===== src/rtl/mext_dispatch.sv =====
// RISC-V M-extension dispatcher: decodes MUL*/DIV*/REM* requests from the core,
// resolves trivial operand cases locally and forwards the rest to a multiplier or divider.
module mext_dispatch #(
    parameter int unsigned ACK_TIMEOUT = 255
) (
    input  logic        clk_i,
    input  logic        rst_n_i,

    input  logic        stb_i,
    input  logic        cyc_i,
    input  logic [2:0]  funct3_i,
    input  logic [31:0] op_1_i,
    input  logic [31:0] op_2_i,
    output logic [31:0] result_o,
    output logic        ack_o,
    output logic        err_o,

    output logic        mul_stb_o,
    output logic        mul_cyc_o,
    output logic [31:0] mul_op_1_o,
    output logic [31:0] mul_op_2_o,
    output logic        mul_op_1_is_signed_o,
    output logic        mul_op_2_is_signed_o,
    output logic        mul_result_upper_o,
    input  logic [31:0] mul_result_i,
    input  logic        mul_ack_i,

    output logic        div_stb_o,
    output logic        div_cyc_o,
    output logic [31:0] div_op_1_o,
    output logic [31:0] div_op_2_o,
    output logic        div_is_signed_o,
    output logic        div_result_rem_o,
    input  logic [31:0] div_result_i,
    input  logic        div_ack_i
);

    typedef enum logic [1:0] {
        IDLE     = 2'd0,
        MUL_WAIT = 2'd1,
        DIV_WAIT = 2'd2,
        DONE     = 2'd3
    } state_e;

    localparam bit          TIMEOUT_EN   = (ACK_TIMEOUT != 0);
    localparam logic [15:0] TIMEOUT_LAST = 16'(ACK_TIMEOUT - 1);

    state_e      state_q, state_d;
    logic        ack_q, ack_d;
    logic        err_q, err_d;
    logic [31:0] result_q, result_d;
    logic [31:0] result_o_q, result_o_d;
    logic [15:0] cnt_q, cnt_d;

    logic        mul_stb_q, mul_stb_d;
    logic [31:0] mul_op_1_q, mul_op_1_d;
    logic [31:0] mul_op_2_q, mul_op_2_d;
    logic        mul_s1_q, mul_s1_d;
    logic        mul_s2_q, mul_s2_d;
    logic        mul_upper_q, mul_upper_d;

    logic        div_stb_q, div_stb_d;
    logic [31:0] div_op_1_q, div_op_1_d;
    logic [31:0] div_op_2_q, div_op_2_d;
    logic        div_signed_q, div_signed_d;
    logic        div_rem_q, div_rem_d;

    logic        accept;
    logic        is_mul_req;
    logic        div_ovf;
    logic        fast_hit;
    logic [31:0] fast_result;
    logic        timeout_hit;

    assign accept      = (state_q == IDLE) && stb_i && cyc_i && !ack_q;
    assign is_mul_req  = !funct3_i[2];
    // Signed overflow only exists for DIV/REM (funct3[0] clear) with INT_MIN / -1.
    assign div_ovf     = !funct3_i[0] && (op_1_i == 32'h8000_0000) && (op_2_i == 32'hFFFF_FFFF);
    assign timeout_hit = TIMEOUT_EN && (cnt_q == TIMEOUT_LAST);

    // Operand patterns whose result is known without involving a sub-unit.
    always_comb begin
        // NOTE: every signal assigned in a combinational block gets a default first so no latch is inferred.
        fast_hit    = 1'b0;
        fast_result = '0;
        if (is_mul_req) begin
            fast_hit    = (op_1_i == '0) || (op_2_i == '0);
            fast_result = '0;
        end else if (op_2_i == '0) begin
            fast_hit    = 1'b1;
            fast_result = funct3_i[1] ? op_1_i : 32'hFFFF_FFFF;
        end else if (div_ovf) begin
            fast_hit    = 1'b1;
            fast_result = funct3_i[1] ? 32'h0 : 32'h8000_0000;
        end
    end

    // State register plus all datapath registers.
    always_ff @(posedge clk_i or negedge rst_n_i) begin
        if (!rst_n_i) begin
            state_q      <= IDLE;
            ack_q        <= 1'b0;
            err_q        <= 1'b0;
            result_q     <= '0;
            result_o_q   <= '0;
            cnt_q        <= '0;
            mul_stb_q    <= 1'b0;
            mul_op_1_q   <= '0;
            mul_op_2_q   <= '0;
            mul_s1_q     <= 1'b0;
            mul_s2_q     <= 1'b0;
            mul_upper_q  <= 1'b0;
            div_stb_q    <= 1'b0;
            div_op_1_q   <= '0;
            div_op_2_q   <= '0;
            div_signed_q <= 1'b0;
            div_rem_q    <= 1'b0;
        end else begin
            // NOTE: sequential state uses non-blocking assignments so every register samples pre-edge values.
            state_q      <= state_d;
            ack_q        <= ack_d;
            err_q        <= err_d;
            result_q     <= result_d;
            result_o_q   <= result_o_d;
            cnt_q        <= cnt_d;
            mul_stb_q    <= mul_stb_d;
            mul_op_1_q   <= mul_op_1_d;
            mul_op_2_q   <= mul_op_2_d;
            mul_s1_q     <= mul_s1_d;
            mul_s2_q     <= mul_s2_d;
            mul_upper_q  <= mul_upper_d;
            div_stb_q    <= div_stb_d;
            div_op_1_q   <= div_op_1_d;
            div_op_2_q   <= div_op_2_d;
            div_signed_q <= div_signed_d;
            div_rem_q    <= div_rem_d;
        end
    end

    // Next-state logic.
    always_comb begin
        state_d = state_q;
        unique case (state_q)
            IDLE: begin
                if (accept) begin
                    if (fast_hit)        state_d = DONE;
                    else if (is_mul_req) state_d = MUL_WAIT;
                    else                 state_d = DIV_WAIT;
                end
            end
            MUL_WAIT: if (mul_ack_i || timeout_hit) state_d = DONE;
            DIV_WAIT: if (div_ack_i || timeout_hit) state_d = DONE;
            DONE:     state_d = IDLE;
            default:  state_d = IDLE;
        endcase
    end

    // Output and datapath next-values.
    always_comb begin
        ack_d        = ack_q;
        err_d        = err_q;
        result_d     = result_q;
        result_o_d   = result_o_q;
        cnt_d        = cnt_q;
        mul_stb_d    = mul_stb_q;
        mul_op_1_d   = mul_op_1_q;
        mul_op_2_d   = mul_op_2_q;
        mul_s1_d     = mul_s1_q;
        mul_s2_d     = mul_s2_q;
        mul_upper_d  = mul_upper_q;
        div_stb_d    = div_stb_q;
        div_op_1_d   = div_op_1_q;
        div_op_2_d   = div_op_2_q;
        div_signed_d = div_signed_q;
        div_rem_d    = div_rem_q;

        unique case (state_q)
            IDLE: begin
                if (ack_q) begin
                    // Previous result stays acknowledged until the core drops its strobe.
                    ack_d = stb_i;
                end else if (accept) begin
                    err_d = 1'b0;
                    cnt_d = '0;
                    if (fast_hit) begin
                        result_d = fast_result;
                    end else if (is_mul_req) begin
                        mul_stb_d   = 1'b1;
                        mul_op_1_d  = op_1_i;
                        mul_op_2_d  = op_2_i;
                        mul_s1_d    = (funct3_i[1:0] != 2'b11);
                        mul_s2_d    = !funct3_i[1];
                        mul_upper_d = (funct3_i[1:0] != 2'b00);
                    end else begin
                        div_stb_d    = 1'b1;
                        div_op_1_d   = op_1_i;
                        div_op_2_d   = op_2_i;
                        div_signed_d = !funct3_i[0];
                        div_rem_d    = funct3_i[1];
                    end
                end
            end
            MUL_WAIT: begin
                cnt_d = cnt_q + 16'd1;
                if (mul_ack_i) begin
                    result_d  = mul_result_i;
                    mul_stb_d = 1'b0;
                end else if (timeout_hit) begin
                    result_d  = '0;
                    err_d     = 1'b1;
                    mul_stb_d = 1'b0;
                end
            end
            DIV_WAIT: begin
                cnt_d = cnt_q + 16'd1;
                if (div_ack_i) begin
                    result_d  = div_result_i;
                    div_stb_d = 1'b0;
                end else if (timeout_hit) begin
                    result_d  = '0;
                    err_d     = 1'b1;
                    div_stb_d = 1'b0;
                end
            end
            DONE: begin
                result_o_d = result_q;
                ack_d      = 1'b1;
            end
            default: ;
        endcase
    end

    // stb and cyc always move together, so one register drives both.
    assign mul_stb_o            = mul_stb_q;
    assign mul_cyc_o            = mul_stb_q;
    assign mul_op_1_o           = mul_op_1_q;
    assign mul_op_2_o           = mul_op_2_q;
    assign mul_op_1_is_signed_o = mul_s1_q;
    assign mul_op_2_is_signed_o = mul_s2_q;
    assign mul_result_upper_o   = mul_upper_q;

    assign div_stb_o            = div_stb_q;
    assign div_cyc_o            = div_stb_q;
    assign div_op_1_o           = div_op_1_q;
    assign div_op_2_o           = div_op_2_q;
    assign div_is_signed_o      = div_signed_q;
    assign div_result_rem_o     = div_rem_q;

    assign result_o = result_o_q;
    assign ack_o    = ack_q && stb_i;
    assign err_o    = err_q && ack_o;

endmodule


===== config.mk =====
export PLATFORM = sky130hd
export DESIGN_NAME = mext_dispatch
export DESIGN_NICKNAME = d
export VERILOG_FILES = /design/src/rtl/mext_dispatch.sv
export SDC_FILE = /design/constraint.sdc
export NUM_CORES = 1
export LEC_CHECK = 0
export CORE_AREA = 4 4 144 146
export CTS_BUF_LIST = sky130_fd_sc_hd__clkbuf_16
export DETAILED_ROUTE_END_ITERATION = 7
export DIE_AREA = 0 0 148 150
export PLACE_DENSITY = 0.84
export SETUP_SLACK_MARGIN = 0.2
export SLEW_MARGIN = 5
export SYNTH_ARGS = -nofsm -noshare
export SYNTH_HDL_FRONTEND = slang
export SYNTH_SLANG_ARGS = --single-unit

===== constraint.sdc =====
create_clock -name clk_i -period 4.15 [get_ports clk_i]
set_input_delay 0.6225 -clock clk_i [delete_from_list [all_inputs] [get_ports clk_i]]
set_output_delay 0.6225 -clock clk_i [all_outputs]
set_load 0.03 [all_outputs]

==> impl_metrics.json <==
{
  "wl_met3_um": 2684,
  "crit_type": "input pin to flip-flop",
  "initial_core_util": 0.4909,
  "vias": 7438,
  "firstDrtPassIters": 5,
  "cap_violations": 0,
  "regArea_um2": 5480,
  "cp_slowest_cell": "o32a_1",
  "ir_worst_vdd_mv": 0.7089,
  "grt-ovfl-total": 0,
  "fin_util": 0.7074,
  "reg2reg_from": "state_q[0]",
  "clkLatencyLatePin_ns": 0.51,
  "wl_um": 29190,
  "grt_pass1_vias": 8020,
  "finClkSkew_ns": 0.01300,
  "gp_congestion": 0.9052,
  "wire_per_inst_um": 22.06,
  "grt_max_degree": 120,
  "area_growth_pct": 44.09,
  "synth_top_area_share": 0.5755,
  "ys_warn_count": 0,
  "worst_pin_slew_ns": 1.143,
  "slew_violations": 0,
  "arrival_ns": 3.71,
  "syn_avg_cell_area_um2": 12.97,
  "cpLargestDelayFamily": "simple AND/OR/NAND/NOR gates",
  "synth.top_cells.by_count": "dfrtp_1 (219), mux2_2 (143), inv_1 (45), o21ai_0 (36), clkbuf_1 (31)",
  "cts_tree": "yes",
  "clock-sinks": 219,
  "async_flop_share": 1.000,
  "clk_root_buffer_cell": "clkbuf_16",
  "crit_start": "op_1_i[29]",
  "vias_per_cell": 5.622,
  "cpPeakStageDelay_ns": 0.56,
  "crit_path_end_kind": "flip-flop",
  "top_layer_used": "met4",
  "htree_levels": 1,
  "cp.depth": 9,
  "syn_inst": 734,
  "finalHoldViolations": 0,
  "synth_cell_types": 54,
  "synth_nets": 878,
  "power.density_nw_per_um2": 781.0,
  "m1WireLength_um": 11160,
  "clockBufferDepth": 3,
  "status": "complete, no violations",
  "postCtsSetupRepairBufs": 0,
  "antenna_left": 0,
  "multi_input_comb_area_um2": 3711,
  "die_area_um2": 22200,
  "rows": 51,
  "layout-drive-gt1-share": 0.2015,
  "dr.first_iter.drc_count": 536,
  "grt_usage": 0.2570,
  "r2r_setup_slack_ns": 0.89,
  "cts_hold_buf": 0,
  "ys_ff_latch": 219,
  "synth_edf_count": 0,
  "yosysMostFrequentCell": "dfrtp_1",
  "synthTopCellsByArea": "dfrtp_1 (58%), mux2_2 (17%), a22oi_1 (2.4%), mux2_1 (2.2%), o21ai_0 (1.9%)",
  "antenna_found_initial": 1,
  "cp-start-kind": "input pin",
  "slew_headroom": 0.2325,
  "post_cts_resized": 0,
  "setup-violations-final": 0,
  "min_period_ns": 3.302,
  "fmax_ghz": 0.3028,
  "die_x_um": 148,
  "crit_fanout": 21,
  "worstReg2RegEnd": "mul_op_1_o[23]",
  "seq_area_frac_synth": 0.5755,
  "totalPowerFinal_mw": 10.72,
  "core_um2": 19400,
  "cpMostUsedCell": "nor3_1",
  "io_pins": 308,
  "worstPathBufferInverterCount": 3,
  "fill_cells": 1393,
  "r2r_cells": 7,
  "setup_tns_ns": 0,
  "place_hpwl_um": 20960,
  "cp_cell_sequence": "clkdlybuf4s50_1, nor4_1, buf_4, nand4_1, nor3_1, nor3_1, o32a_1, buf_12, o221ai_1",
  "worst_hold_path_type": "input pin to async pin",
  "portBuffers": 307,
  "rsz0062_at_grt": "false",
  "cp.required_ns": 4.56,
  "grt_pass1_wl_um": 44870,
  "power_leakage_nw": 5.761,
  "final_nets": 1185,
  "period_share": 0.7958,
  "dr_wl_met2_um": 14540,
  "syn_area_um2": 9523,
  "yosys.area.top_type": "dfrtp_1",
  "die_y_um": 150,
  "cts.clk_slew.worst_paths_ns": 0.06,
  "synth_ff_type": "dfrtp_1",
  "drc": 0,
  "cts_buffers": 24
}
[cell usage in the layout (no fill, tap or decap), types with 4 or more instances in the layout]
cell type and n:
clkdlybuf4s50_1 306, dfrtp_1 219, mux2_2 143, inv_1 51, o21ai_0 36, a22oi_1 30
clkbuf_16 25, nor2_1 24, o221ai_1 19, mux2_1 19, nand2_1 16, nor4_1 15
buf_4 15, nand4_1 14, o221ai_2 10, a21oi_1 8, xor2_1 8, or3_1 6
nand3_1 6, ha_1 6, clkinv_1 6, o31ai_1 5, nor3_1 4, mux2i_1 4
buf_12 4
[final cells by class]
cell class,count,share of cell area
Clock inverter,17,0.009574
Timing Repair Buffer,326,0.2384
Inverter,45,0.01231
Sequential cell,219,0.3994
Antenna cell,1,0.0001824
Tap cell,265,0.02416
Clock buffer,25,0.04559
Multi-Input combinational cell,425,0.2704
[through the flow]
stage	cells	area, um^2	setup WS (ns)	hold WS (ns)
5_1_grt	1323	13720	0.7737	0.2475
3_5_place_dp	1280	12960	0.4106	0.4737
4_1_cts	1322	13720	0.9060	0.2364
6_report	1323	13720	0.8475	0.2028
3_3_place_gp	1280	12960	0.4957	0.4669
2_1_floorplan	734	9523	1.654	0.3269
[report_power, final]
| part | internal (mW) | switching [mW] | total [mW] |
|---|---|---|---|
| Sequential | 3.01 | 0.505 | 3.51 |
| Combinational | 2.23 | 2.93 | 5.16 |
| Clock | 1.21 | 0.836 | 2.04 |
[state kept, by name, indices dropped and copies added, names as in the netlist, 2 cells and up]
register	flops
cnt_q	16
div_op_1_o	32
div_op_2_o	32
mul_op_1_o	32
mul_op_2_o	32
result_o	32
result_q	32
state_q	2
[worst max path at each step]
stage                           endpoint  slack, ns
after floorplan              result_q[1]       1.65
after global placement    mul_op_1_o[30]       0.50
after detailed placement    result_q[23]       0.41
after CTS                   result_q[23]       0.91
after global routing         result_q[0]       0.77
final                       result_q[23]       0.85
[layer usage]
| metal | GRT usage | vias to the layer above |
|---|---|---|
| met3 | 0.08116 | 55 |
| met1 | 0.3132 | 3746 |
| met2 | 0.4430 | 320 |
| li1 | - | 3317 |
| met4 | 0.07113 | 0 |
| met5 | 0 | - |
[cell families after synthesis]
| logic type | Yosys count | share of synthesized area |
|---|---|---|
| flip-flops | 219 | 0.5755 |
| multiplexers | 166 | 0.1958 |
| AO/OA/AOI/OAI | 135 | 0.1066 |
| AND/OR/NAND/NOR | 106 | 0.06478 |
| buffers and inverters | 90 | 0.03810 |
| XOR/XNOR | 11 | 0.01012 |
| adder cells (fa/ha/maj) | 7 | 0.009197 |
(Power assumes the default switching activity.)
